[config.mk]
export PLATFORM = sky130hd
export DESIGN_NAME = multicycle_controller
export DESIGN_NICKNAME = d
export VERILOG_FILES = /design/src/rtl/multicycle_controller.sv
export SDC_FILE = /design/constraint.sdc
export NUM_CORES = 1
export LEC_CHECK = 0
export CORE_ASPECT_RATIO = 0.7
export CORE_MARGIN = 1.5
export CORE_UTILIZATION = 56
export CTS_BUF_LIST = sky130_fd_sc_hd__clkbuf_8
export DETAILED_ROUTE_END_ITERATION = 6
export PLACE_DENSITY = 0.95
export SETUP_SLACK_MARGIN = 0.15
export SYNTH_ARGS = -nofsm -noshare
export SYNTH_HDL_FRONTEND = slang
export SYNTH_SLANG_ARGS = --single-unit
[constraint.sdc]
create_clock -name clk -period 3.8 [get_ports clk]
set_input_delay 0.76 -clock clk [delete_from_list [all_inputs] [get_ports clk]]
set_output_delay 0.76 -clock clk [all_outputs]
set_load 0.02 [all_outputs]
[src/rtl/multicycle_controller.sv]
// Multicycle CPU control FSM: fetch/decode/execute/memory/writeback sequencing
// with memory-ack timeout, a sticky bus error, and cycle and retired-instruction counters.
module multicycle_controller #(
    parameter int unsigned MEM_TIMEOUT = 15,
    parameter int unsigned CNT_W       = 32
) (
    input  logic             clk,
    input  logic             reset,
    input  logic [6:0]       opcode,
    input  logic             imem_ack,
    input  logic             dmem_ack,
    output logic             imem_req,
    output logic             dmem_req,
    output logic             dmem_we,
    output logic             ir_write,
    output logic             pc_write,
    output logic             reg_write,
    output logic             illegal_instr,
    output logic             bus_error,
    output logic             halted,
    output logic [2:0]       state,
    output logic [CNT_W-1:0] cycle_count,
    output logic [CNT_W-1:0] instret
);

    localparam int unsigned WAIT_W = (MEM_TIMEOUT < 1) ? 1 : $clog2(MEM_TIMEOUT + 1);

    localparam logic [6:0] OP_LOAD   = 7'b0000011;
    localparam logic [6:0] OP_STORE  = 7'b0100011;
    localparam logic [6:0] OP_ALU    = 7'b0110011;
    localparam logic [6:0] OP_ALUIMM = 7'b0010011;
    localparam logic [6:0] OP_SYSTEM = 7'b1110011;

    typedef enum logic [2:0] {
        S_FETCH  = 3'd0,
        S_DECODE = 3'd1,
        S_EXEC   = 3'd2,
        S_MEM    = 3'd3,
        S_WB     = 3'd4,
        S_HALT   = 3'd5
    } state_t;

    state_t              cur_state;
    state_t              next_state;
    logic [6:0]          op_q;
    logic [WAIT_W-1:0]   wait_cnt;
    logic                wait_inc;
    logic                timeout;
    logic                retire;
    logic                wait_done;

    assign state     = cur_state;
    assign halted    = (cur_state == S_HALT);
    assign wait_done = (wait_cnt == WAIT_W'(MEM_TIMEOUT));

    // State register
    always_ff @(posedge clk or negedge reset) begin
        if (!reset) begin
            cur_state <= S_FETCH;
        end else begin
            cur_state <= next_state;
        end
    end

    // Next state and outputs; everything held at zero while reset is low
    always_comb begin
        next_state    = cur_state;
        imem_req      = 1'b0;
        dmem_req      = 1'b0;
        dmem_we       = 1'b0;
        ir_write      = 1'b0;
        pc_write      = 1'b0;
        reg_write     = 1'b0;
        illegal_instr = 1'b0;
        retire        = 1'b0;
        wait_inc      = 1'b0;
        timeout       = 1'b0;
        if (reset) begin
            case (cur_state)
                S_FETCH: begin
                    imem_req = 1'b1;
                    if (imem_ack) begin
                        ir_write   = 1'b1;
                        next_state = S_DECODE;
                    end else if (wait_done) begin
                        timeout    = 1'b1;
                        next_state = S_HALT;
                    end else begin
                        wait_inc = 1'b1;
                    end
                end
                S_DECODE: begin
                    next_state = S_EXEC;
                end
                S_EXEC: begin
                    case (op_q)
                        OP_LOAD, OP_STORE:  next_state = S_MEM;
                        OP_ALU, OP_ALUIMM:  next_state = S_WB;
                        OP_SYSTEM:          next_state = S_HALT;
                        default: begin
                            illegal_instr = 1'b1;
                            pc_write      = 1'b1;
                            next_state    = S_FETCH;
                        end
                    endcase
                end
                S_MEM: begin
                    dmem_req = 1'b1;
                    dmem_we  = (op_q == OP_STORE);
                    if (dmem_ack) begin
                        if (op_q == OP_STORE) begin
                            pc_write   = 1'b1;
                            retire     = 1'b1;
                            next_state = S_FETCH;
                        end else begin
                            next_state = S_WB;
                        end
                    end else if (wait_done) begin
                        timeout    = 1'b1;
                        next_state = S_HALT;
                    end else begin
                        wait_inc = 1'b1;
                    end
                end
                S_WB: begin
                    reg_write  = 1'b1;
                    pc_write   = 1'b1;
                    retire     = 1'b1;
                    next_state = S_FETCH;
                end
                S_HALT: begin
                    next_state = S_HALT;
                end
                default: begin
                    next_state = S_HALT;
                end
            endcase
        end
    end

    // Opcode captured at the end of DECODE so EXEC/MEM ignore later IR changes
    always_ff @(posedge clk or negedge reset) begin
        if (!reset) begin
            op_q <= '0;
        end else if (cur_state == S_DECODE) begin
            op_q <= opcode;
        end
    end

    // Wait counter is zero whenever a request is not stalled, so every entry into FETCH/MEM starts at zero
    always_ff @(posedge clk or negedge reset) begin
        if (!reset) begin
            wait_cnt <= '0;
        end else if (wait_inc) begin
            wait_cnt <= wait_cnt + WAIT_W'(1);
        end else begin
            wait_cnt <= '0;
        end
    end

    always_ff @(posedge clk or negedge reset) begin
        if (!reset) begin
            bus_error <= 1'b0;
        end else if (timeout) begin
            bus_error <= 1'b1;
        end
    end

    // Both counters wrap silently
    always_ff @(posedge clk or negedge reset) begin
        if (!reset) begin
            cycle_count <= '0;
            instret     <= '0;
        end else begin
            if (cur_state != S_HALT) begin
                cycle_count <= cycle_count + CNT_W'(1);
            end
            if (retire) begin
                instret <= instret + CNT_W'(1);
            end
        end
    end

endmodule
==> qor.yml, run 1 <==
status: "finished, final reports clean"
synth_fp_nets: 361
dr_total_vias: 2961
maxCapViolCount: 0
worstMarginPinSlew_ps: 1010
hold_viol_final: 0
rsz0062_at_grt: "false"
die_width_um: 100
groute.usage.overall_pct: 24.9
synth_top_cell_area_share_pct: 53.1
io_buffer_count: 86
cp_cell_sequence: "clkdlybuf4s50_1 > nand4bb_1 > nor3_2 > nor2_2 > nand2b_1 > clkdlybuf4s50_1"
grt_pass1_vias: 2927
grt_max_degree: 86
dp_hpwl_um: 6120
cp_common_cell: "clkdlybuf4s50_1"
drt-initial-drc-count: 137
synth.yosys.seq_area_share_pct: 53.1
synth-seq-cells: 79
cts_tree: "yes"
netlist_top_cells_count: "79 x dfrtp_1, 40 x xor2_1, 31 x nand2_1"
routed_via_density: 5.52
yosysMostFrequentCell: "dfrtp_1"
drv_slew: 0
use_met2_pct: 40.1
slowest_stage: "clkdlybuf4s50_1"
core_region_area_um2: 6340
slowest_delay_ps: 580
route.detailed.drc: 0
cp-end-kind: "output pin"
ys_types: 40
crit_required_ps: 3040
crit_type: "primary input to output pin"
final_nets: 454
pin_count: 87
maxSlewHeadroom_pct: 32.9
antenna_found_initial: 0
drt_pass1_iterations: 4
worst-path-max-fanout: 16
grt_overflow: 0
setup_viol: 0
clock.fmax_mhz: 286
fp.dieArea_um2: 7160
drive_gt1_share_pct: 7.64
post-route-period-util_pct: 91.9
synth.largest_area_cell: "dfrtp_1"
power.total_w: 0.00253
met3_usage_pct: 7.80
grt_pass1_wl_um: 13600
synth_edf_count: 0
post-place-cells: 520
async_reset_ff_share_pct: 100
syn_area_per_cell_um2: 10.7
synth-main-ff-cell: "dfrtp_1"
initial_core_util_pct: 58.8
clkSinkCount: 79
post_cts_resized: 0
htree_num_levels: 3
start_kind: "primary input"
ir_drop_mv: 0.451
synthesis.area_um2: 3730
area.growth.synth_to_final_pct: 31.6
cts_buffer_depth: 2
grt-busiest-layer: "met2"
cts_made_buffers: 9
fin_crit_ps: 3490
die_h_um: 71.2
synthesis.instances: 347
p_per_area_nw_per_um2: 516
fin_worst_skew_ps: 8.65
wl_um: 8320
cts-hold-fix-buffers: 0
synth_area_leaders: "dfrtp_1 53%, xor2_1 9.4%, xnor2_1 5.9%"
met1_usage_pct: 31.5
cts_setup_buffers: 0
hold_class: "register to register"
rows: 24
synth_warnings: 0
antennaDiodeCount: 0
clk_latency_ps: 340
wl_per_cell_um: 15.5
root_buffer: "clkbuf_8"
postRouteAntennaNets: 0
fin_cells: 536
fin_tns_setup_ps: 0
gp_congestion: 0.925
leakage_nw: 2.22
clkTransAtPathRegs_ps: 80
critical_path_arrival_ps: 2730
[report_power, final]
group          internal (W)  switching [W]  leakage, nW
Combinational      0.000346       0.000361         1.05
Clock              0.000406       0.000290        0.120
Sequential         0.000956       0.000173         1.05
Total               0.00171       0.000824         2.22
[kinds of logic (layout without fill, tap and decap cells)]
| logic type | Yosys count | count (layout) | synth area share, % |
|---|---|---|---|
| and+or+nand+nor | 163 | 163 | 23.9 |
| DFF | 79 | 79 | 53.1 |
| muxes | 8 | 8 | 2.42 |
| buffers and inverters | 12 | 110 | 1.61 |
| xor gates and xnor gates | 65 | 65 | 15.3 |
| adders and majority gates | 3 | 3 | 1.01 |
| AOI/OAI and AO/OA | 17 | 17 | 2.72 |
[state kept, by name, summed over array words and instances (netlist names)]
register     count
instret         32
wait_cnt         4
bus_error        1
cycle_count     32
op_q             7
state            3
[worst max-delay path, delay by kind of cell]
| family | cells | cell delay (ps) |
|---|---|---|
| buffers and inverters | 2 | 1030 |
| and+or+nand+nor | 4 | 950 |
[cells in the final DEF, fill, tap and decap left out, types with 3 or more instances in the layout]
| master | count |
|---|---|
| nor2_1 | 23 |
| and3_1 | 13 |
| and4_1 | 5 |
| mux2_2 | 8 |
| nor4_1 | 7 |
| nand4_1 | 14 |
| xnor2_1 | 25 |
| nand2_1 | 31 |
| inv_1 | 6 |
| nor3_1 | 22 |
| nand2b_1 | 5 |
| nand3_1 | 24 |
| a31oi_1 | 3 |
| xor2_1 | 40 |
| dfrtp_1 | 79 |
| ha_1 | 3 |
| o21ai_0 | 7 |
| clkbuf_8 | 11 |
| nor3_2 | 3 |
| clkdlybuf4s50_1 | 85 |
[through the flow]
step | worst slack (ps) | util (%) | instance area [um^2] | hold slack (ps)
2_1_floorplan | 1220 | - | 3730 | 433
3_3_place_gp | 384 | 73.7 | 4670 | 448
3_5_place_dp | 368 | 73.7 | 4670 | 459
4_1_cts | 332 | 77.4 | 4900 | 471
5_1_grt | 171 | 77.4 | 4900 | 484
6_report | 307 | 77.4 | 4900 | 466
[path summary, 6_finish.rpt]
check / start / endpoint / slack [ps] / cells past startpoint
setup / recovery: dmem_ack / pc_write / 310 / 6
hold / removal: cycle_count[31] / cycle_count[31] / 470 / 1
setup reg to reg: state[1] / cycle_count[29] / 1520 / 6
hold reg to reg: cycle_count[31] / cycle_count[31] / 470 / 1
max in group asynchronous: reset / instret[2] / 2460 / 2
min in group asynchronous: reset / wait_cnt[1] / 700 / 2
[metal layers]
metal	wire, um	vias up
met1	3630	1438
met2	3990	98
li1	-	1408
met3	513	17
met5	0	-
met4	180	0
[area by class of cell]
cell class | instances | area (um^2)
multi-input combinational | 256 | 1690
sequential | 79 | 1980
fill | 421 | 1430
tap | 91 | 114
clock inverter | 5 | 78.8
inverter | 7 | 26.3
timing repair buffer | 87 | 866
clock buffer | 11 | 151
Power figures use the tool's default switching activity.
==> run 2, diff against run 1 <==
--- a/config.mk
+++ b/config.mk
@@ -7,10 +7,10 @@
 export LEC_CHECK = 0
 export CORE_ASPECT_RATIO = 0.7
 export CORE_MARGIN = 1.5
-export CORE_UTILIZATION = 56
+export CORE_UTILIZATION = 52
 export CTS_BUF_LIST = sky130_fd_sc_hd__clkbuf_8
 export DETAILED_ROUTE_END_ITERATION = 6
-export PLACE_DENSITY = 0.95
+export PLACE_DENSITY = 0.93
 export SETUP_SLACK_MARGIN = 0.15
 export SYNTH_ARGS = -nofsm -noshare
 export SYNTH_HDL_FRONTEND = slang
==> constraint.sdc (replaced) <==
create_clock -name clk -period 3.35 [get_ports clk]
set_input_delay 0.67 -clock clk [delete_from_list [all_inputs] [get_ports clk]]
set_output_delay 0.67 -clock clk [all_outputs]
set_load 0.02 [all_outputs]
==> run 2 against run 1 <==
  * Setup slack got worse by 34 ps
  * Cell area down 0.28%
  * Flip-flop and latch count unchanged
  * Via count up 0.91%
  * Sequential power rose by 14%
  * Sequential share of layout area up 0.14 points
  * Count of clock-buffer cells in the layout decreased by 2
  * Combinational power up 12%
  * Critical path depth is the same
  * Cell count increased by 0.75%
  * Clock power is 3.9% higher
  * Highest routed layer unchanged
==> qor.yml, run 2 (synthesis results as in run 1) <==
pin_count: 87
initial_core_util_pct: 54.4
rows: 25
grt_pass1_vias: 2903
cts-hold-fix-buffers: 0
p_int_w: 0.00183
post-route-period-util_pct: 91.9
reg_top3: "cycle_count: 32 flops, instret: 32 flops, op_q: 7 flops"
root_buffer: "clkbuf_8"
dp_hpwl_um: 6120
worst-path-max-fanout: 4
timing.rr.start: "state[2]"
die_h_um: 73.8
cts_setup_buffers: 0
clkTransAtPathRegs_ps: 80
drt-initial-drc-count: 177
p_comb_share_pct: 28.4
power.total_w: 0.00280
drt_pass1_iterations: 5
antennaDiodeCount: 0
postRouteAntennaNets: 0
fin_crit_ps: 3080
area.growth.synth_to_final_pct: 31.2
cts_made_buffers: 9
grt_pass1_wl_um: 14100
critical_path_arrival_ps: 2410
wl_per_cell_um: 15.6
dr_total_vias: 2988
cts_buffer_depth: 2
fp.dieArea_um2: 7690
fin_tns_setup_ps: 0
grt_overflow: 0
grt_max_degree: 81
crit_type: "primary input to output pin"
antenna_found_initial: 0
crit_required_ps: 2680
worstMarginPinSlew_ps: 961
clk_latency_ps: 350
core_region_area_um2: 6850
switching_share_pct: 34.7
p_seq_share_pct: 45.8
die_width_um: 104
fin_worst_skew_ps: 12.2
switching_power_w: 0.000972
final_nets: 455
maxCapViolCount: 0
rsz0062_at_grt: "false"
routed_via_density: 5.53
maxSlewHeadroom_pct: 36.0
drive_gt1_share_pct: 8.07
ir_drop_mv: 0.384
hold_viol_final: 0
final_common_cell: "clkdlybuf4s50_1"
hold_class: "primary input to asynchronous set/reset pin"
groute.usage.overall_pct: 23.5
clock.fmax_mhz: 325
drv_slew: 0
layout_common_cells: "85 x clkdlybuf4s50_1, 78 x dfrtp_1, 40 x xor2_1, 31 x nand2_1, 25 x xnor2_1"
setup_viol: 0
p_per_area_nw_per_um2: 574
power_frac_clock_pct: 25.8
critPathLaunch: "dmem_ack"
htree_num_levels: 3
status: "finished, final reports clean"
leakage_nw: 2.20
cp-end-kind: "output pin"
start_kind: "primary input"
gp_congestion: 0.907
clkSinkCount: 79
cts_tree: "yes"
io_buffer_count: 86
wl_um: 8400
route.detailed.drc: 0
## run 2: layer usage
metal	track usage [%]	share of wire (%)	vias up
li1	-	-	1409
met1	31.1	45	1462
met2	37.1	48	109
met3	7.54	6.3	8
met4	7.56	1.0	0
met5	0	0	-
## run 2: worst paths after layout
check | end | slack (ps) | cells past startpoint
worst min register to register | wait_cnt[0] | 470 | 1
worst max-delay path | pc_write | 270 | 6
worst max register to register | instret[29] | 1210 | 6
max in group asynchronous | state[1] | 2040 | 2
min in group clk | wait_cnt[0] | 470 | 1
worst min-delay path | wait_cnt[3] | 120 | 1
## run 2: power by group through the flow
stage,sequential (W),clock [W],combinational (W)
CTS,0.00128,0.000736,0.000804
floorplan,0.00132,0,0.000437
detailed placement,0.00130,0,0.000802
global route,0.00131,0.000780,0.000864
finish,0.00129,0.000723,0.000795
global placement,0.00129,0,0.000781
## run 2: worst max-delay path, stage by stage
cell and delay [ps]:
clkdlybuf4s50_1 510, nand4bb_1 160, nor3_2 300, nor2_2 80, nand2b_1 90, clkdlybuf4s50_1 600
## run 2: timing repair
action / 4_1_cts / 5_1_grt
resized for setup: 0 / 1
endpoints found under the setup margin: 0 / 1
endpoints found under the hold margin: 0 / 0
## run 2: area by class of cell
type,count,area [um^2]
clock buffer,9,124
clock inverter,7,80.1
fill,514,1960
inverter,7,26.3
multi-input combinational,256,1690
sequential,79,1980
tap,94,118
timing repair buffer,88,873
## run 2: stage by stage
step                area (um^2)  util (%)  instances  hold WS [ps]  setup WS (ps)
floorplan                  3730         -        347           374            954
global placement           4680      68.4        524           446            364
detailed placement         4680      68.4        524           460            284
CTS                        4890      71.3        540           101            286
global route               4890      71.4        540          93.5            197
finish                     4890      71.4        540           121            273
==> run 3, diff against run 2 <==
--- a/config.mk
+++ b/config.mk
@@ -5,7 +5,7 @@
 export SDC_FILE = /design/constraint.sdc
 export NUM_CORES = 1
 export LEC_CHECK = 0
-export CORE_ASPECT_RATIO = 0.7
+export CORE_ASPECT_RATIO = 1.1
 export CORE_MARGIN = 1.5
 export CORE_UTILIZATION = 52
 export CTS_BUF_LIST = sky130_fd_sc_hd__clkbuf_8
==> run 3 against run 2 <==
  * First-iteration DRC count up 5.6%
  * Power increased by 3.1%
  * Cell count is 1.7% lower
  * Critical endpoint unchanged
  * Wire length down 2.2%
  * Flip-flop and latch count unchanged
  * Core utilization fell by 0.99 points
  * Sequential share of layout area shrank 0.11 points
  * Die area is 0.10% lower
  * Register-to-register slack hardly changed
  * Combinational power hardly changed
==> qor.yml, run 3 (synthesis results as in run 1) <==
layout_common_cells: "85 x clkdlybuf4s50_1, 78 x dfrtp_1, 40 x xor2_1, 31 x nand2_1, 25 x xnor2_1"
cts-hold-fix-buffers: 0
crit_buf_inv: 2
power_frac_clock_pct: 27.8
drv_slew: 0
p_seq_share_pct: 44.6
pin_count: 87
cts_buffer_depth: 2
slowest_stage: "clkdlybuf4s50_1"
core_region_area_um2: 6970
crit_required_ps: 2680
nFillCells: 518
maxSlewHeadroom_pct: 33.1
fin_crit_ps: 3040
holdWs_ps: 465
post-route-period-util_pct: 90.8
drt_pass1_iterations: 4
rsz0062_at_grt: "false"
cts_tree: "yes"
die_h_um: 91.8
cp_common_cell: "clkdlybuf4s50_1"
critical_path_arrival_ps: 2370
p_per_area_nw_per_um2: 589
cpLargestDelayFamily: "buffers and inverters"
die_width_um: 83.7
reg2reg_depth: 5
dr_total_vias: 2944
gp_congestion: 0.877
switching_power_w: 0.000978
setup_viol: 0
grt_pass1_wl_um: 13900
worst-path-max-fanout: 4
slowest_delay_ps: 600
cp_cell_sequence: "clkdlybuf4s50_1 > nand4bb_1 > nor3_2 > nor2_2 > nand2b_1 > clkdlybuf4s50_1"
clkSinkCount: 79
htree_num_levels: 3
leakage_nw: 2.21
initial_core_util_pct: 53.5
io_buffer_count: 86
holdPathStages: 1
cp-end-kind: "output pin"
cts_made_buffers: 9
hold_class: "register to register"
dp_hpwl_um: 5910
wl_um: 8220
final_nets: 455
clock.fmax_mhz: 329
rows: 32
routed_via_density: 5.54
grt_pass1_vias: 2861
wl_per_cell_um: 15.5
hold_viol_final: 0
clk_latency_ps: 360
groute.usage.overall_pct: 22.7
critPathLaunch: "dmem_ack"
grt_overflow: 0
fp.dieArea_um2: 7680
final_common_cell: "clkdlybuf4s50_1"
maxCapViolCount: 0
fin_worst_skew_ps: 10.1
drt-initial-drc-count: 187
fin_tns_setup_ps: 0
p_int_w: 0.00191
timing.rr.start: "state[0]"
route.detailed.drc: 0
postRouteAntennaNets: 0
path_depth: 6
antenna_found_initial: 0
crit_type: "primary input to output pin"
start_kind: "primary input"
root_buffer: "clkbuf_8"
grt_max_degree: 86
ir_drop_mv: 0.432
power.total_w: 0.00289
clkTransAtPathRegs_ps: 80
switching_share_pct: 33.9
status: "finished, final reports clean"
hold_start: "wait_cnt[0]"
antennaDiodeCount: 0
reg_top3: "cycle_count: 32 flops, instret: 32 flops, op_q: 7 flops"
p_comb_share_pct: 27.6
drive_gt1_share_pct: 8.07
worstMarginPinSlew_ps: 1000
area.growth.synth_to_final_pct: 31.6
==> run 3: cell types whose count changed in the layout (fill, tap and decap cells not counted), sizes merged <==
cell,change
bufinv,+1
clkinvlp,-1
==> run 3: worst paths after layout <==
path | end | slack [ps]
max | pc_write | 310
min | wait_cnt[0] | 470
max reg2reg | instret[20] | 1220
min reg2reg | wait_cnt[0] | 470
max in group asynchronous | state[1] | 2060
min in group asynchronous | cycle_count[29] | 620
==> run 3: per-layer routing <==
metal / part of all wire, % / vias up / global-route usage (%)
met1: 42 / 1441 / 29.3
met2: 51 / 89 / 38.1
met3: 5.8 / 10 / 5.67
met4: 1.2 / 0 / 6.28
li1: - / 1404 / -
met5: 0 / - / 0
==> run 3: layout make-up <==
class                   instances  area (um^2)  share of cell area (%)
clock buffers                   9          124                    2.53
clock inverters                 7          105                    2.14
inverters                       7         26.3                   0.536
multi-input cells             256         1690                    34.5
repair buffers                 88          873                    17.8
well taps                      85          106                    2.17
flip-flops and latches         79         1980                    40.4
==> run 3: what timing repair did <==
item                                    in CTS  in global routing
gates resized for setup                      0                  1
endpoints found under the setup margin       0                  1
buffers inserted                             0                  0
==> run 3: metrics by stage <==
stage	util (%)	area (um^2)	worst slack [ps]	cells
after detailed placement	67.1	4670	326	515
after global routing	70.4	4900	197	531
after CTS	70.3	4900	284	531
final	70.4	4900	307	531
after floorplan	-	3730	954	347
after global placement	67.1	4670	365	515
==> run 3: worst register-to-register path: stages, from the launching register on <==
cell and delay (ps):
dfrtp_1 600, nand4b_1 260, nor3_2 360, o21ai_1 320, nor3_1 360, xor2_1 170
==> run 3: power by group through the flow <==
stage               Combinational (W)  Clock [W]  Sequential [W]
floorplan                    0.000437          0         0.00132
global placement             0.000775          0         0.00129
detailed placement           0.000795          0         0.00130
CTS                          0.000805   0.000811         0.00128
global route                 0.000871   0.000861         0.00132
finish                       0.000798   0.000804         0.00129
==> RTL edit, RTL diff (settings of run 3) <==
Change the parameter `MEM_TIMEOUT` from 15 to 16.
--- a/src/rtl/multicycle_controller.sv
+++ b/src/rtl/multicycle_controller.sv
@@ -1,7 +1,7 @@
 // Multicycle CPU control FSM: fetch/decode/execute/memory/writeback sequencing
 // with memory-ack timeout, a sticky bus error, and cycle and retired-instruction counters.
 module multicycle_controller #(
-    parameter int unsigned MEM_TIMEOUT = 15,
+    parameter int unsigned MEM_TIMEOUT = 16,
     parameter int unsigned CNT_W       = 32
 ) (
     input  logic             clk,
Function: no difference found for any inputs over 10 cycles, from zero or initial values and one cycle with reset low; that may be too few to reach the edited logic, so the function may still have changed.
==> RTL edit against run 3 <==
- worst setup slack better by 0.012 ns
- maximum frequency is 0.40% higher
- clock power down 2%
- cell count is 8.3% higher
- via count is 12% higher
- cell area increased by 11%
- clock skew grew 0.00054 ns
- register-to-register slack worse by 0.14 ns
- power rose by 0.93%
- sequential cell count grew 1
- count of clock-buffer cells in the layout up 1
- area after synthesis is 15% higher
- wire length increased by 14%
- critical path type is now flip-flop to output port
- highest routed layer unchanged
==> RTL edit: results (changes against run 3) <==
{| class="wikitable"
! Metric !! Value
|-
| Switching power as a share of total power || 33.37% (-0.48 points)
|-
| Largest fanout on the critical path || 17 (+13)
|-
| TritonRoute pass-1 iters || 4 (unchanged)
|-
| Source of the critical timing path || state[0]$_DFFE_PN0P_
|-
| Mux contribution to synthesized area || 2.356% (-0.062 points)
|-
| Unique masters post-synth || 52 (+30%)
|-
| Number of fillers in the final layout || 582 (+12%)
|-
| Reg2reg setup slack || 1.08 ns (-0.14 ns)
|-
| GP Congestion || 0.8815 (+0.50%)
|-
| Post-synthesis adder-cell area fraction || 1.163% (+0.16 points)
|-
| Average vias per placed instance || 5.723 (+3.2%)
|-
| Reg-to-reg endpoint || cycle_count[19]$_DFFE_PN0N_
|-
| Cell type group with the largest total delay on the critical path || simple AND/OR/NAND/NOR gates
|-
| Pin count of the biggest net entering global routing || 85 (-1.2%)
|-
| Crit Reg-Reg Startpoint || cycle_count[3]$_DFFE_PN0N_
|-
| Global-route met3 utilization || 3.427% (-2.2 points)
|-
| Number of nets in the layout || 477 (+4.8%)
|-
| Worst clock skew || 0.01068 ns (+0.0005438 ns)
|-
| Number of cells on the worst reg-to-reg path || 4 (-1)
|-
| Library cell used as clock root buffer || sky130_fd_sc_hd__clkbuf_8
|-
| Number of DRC markers in iteration 0 || 110 (-41%)
|-
| Met1 usage in global routing || 28.07% (-1.2 points)
|-
| Post-detailed-routing wire length || 9398 microns (+14%)
|-
| Worst relative slew slack || 31.94% (-1.2 points)
|-
| Class of the tightest hold or removal check || input port to asynchronous set/reset pin
|-
| Compound-cell area share of the yosys netlist || 9.133% (+6.4 points)
|-
| Total Routing Usage GR || 21.56% (-1.1 points)
|-
| Syn Nets || 394 (+9.1%)
|-
| Share of final-layout standard cells stronger than drive strength 1 || 16.49% (+8.4 points)
|-
| CTS H-tree depth || 3 (unchanged)
|-
| Slowest cell delay on critical path || 0.54 ns (-0.06 ns)
|-
| Wire length of the first global-routing pass || 15600 microns (+13%)
|-
| Most frequent cells after synthesis || sky130_fd_sc_hd__dfrtp_1, sky130_fd_sc_hd__xor2_1, sky130_fd_sc_hd__nand2_1
|-
| Result of the run || finished clean
|-
| Post-synthesis sequential area ratio || 46.54% (-6.5 points)
|-
| Number of global-route vias before repair || 3192 (+12%)
|}
## RTL edit: timing repair
item	CTS	global route
setup endpoints to repair	0	1
endpoints found under the hold margin	0	0
resized for setup	0	2
## RTL edit: worst reg2reg max path, cell delays in order (launching register included)
cell and delay [ns]:
sky130_fd_sc_hd__dfrtp_1 0.45, sky130_fd_sc_hd__and4_1 0.32, sky130_fd_sc_hd__nand4_2 0.61, sky130_fd_sc_hd__nor4_1 0.61
sky130_fd_sc_hd__xor2_1 0.20
## RTL edit: layout make-up
class                           count  area (sq um)  area share, %
Clock buffer                       10         137.6          2.531
Inverter                           16         60.06          1.104
Tap cell                          108         135.1          2.485
Timing Repair Buffer               88         873.3          16.06
Clock inverter                      6         83.83          1.542
Multi-Input combinational cell    267          2143          39.42
Sequential cell                    80          2004          36.86
## RTL edit: kinds of logic after synthesis
logic type	after synthesis
muxes	9
adders and majority gates	4
DFF	80
xor gates and xnor gates	66
buffers and inverters	32
AOI/OAI and AO/OA	43
and+or+nand+nor	145
## RTL edit: worst min path at each step
stage | cells past startpoint | to | slack, ns | from
floorplan | 0 | bus_error$_DFFE_PN0P_ | 0.37 | reset
global placement | 1 | bus_error$_DFFE_PN0P_ | 0.45 | bus_error$_DFFE_PN0P_
detailed placement | 1 | bus_error$_DFFE_PN0P_ | 0.46 | bus_error$_DFFE_PN0P_
CTS | 1 | instret[0]$_DFFE_PN0P_ | 0.1 | reset
global route | 1 | instret[0]$_DFFE_PN0P_ | 0.1 | reset
finish | 1 | instret[0]$_DFFE_PN0P_ | 0.11 | reset
## RTL edit: metal layers
metal / part of all wire, % / vias to the layer above
met2: 50 / 98
li1: - / 1518
met4: 1.8 / 0
met5: 0 / -
met1: 44 / 1656
met3: 4.3 / 19
## RTL edit: power by group through the flow
stage,sequential (uW),combinational (uW),clock (uW)
3_5_place_dp,1310,830,0
3_3_place_gp,1290,802,0
6_report,1300,829,791
4_1_cts,1290,840,801
2_1_floorplan,1350,439,0
5_1_grt,1320,891,833
## RTL edit: through the flow
step / utilization [%] / power, uW / hold slack, ns / instances / worst slack [ns]
finish: 68.35 / 2916 / 0.1103 / 575 / 0.3193
global route: 68.35 / 3048 / 0.09762 / 575 / 0.1755
CTS: 68.32 / 2934 / 0.09611 / 575 / 0.2109
detailed placement: 65.54 / 2140 / 0.4578 / 559 / 0.4395
global placement: 65.54 / 2095 / 0.4477 / 559 / 0.4537
floorplan: - / 1790 / 0.3744 / 379 / 0.7942
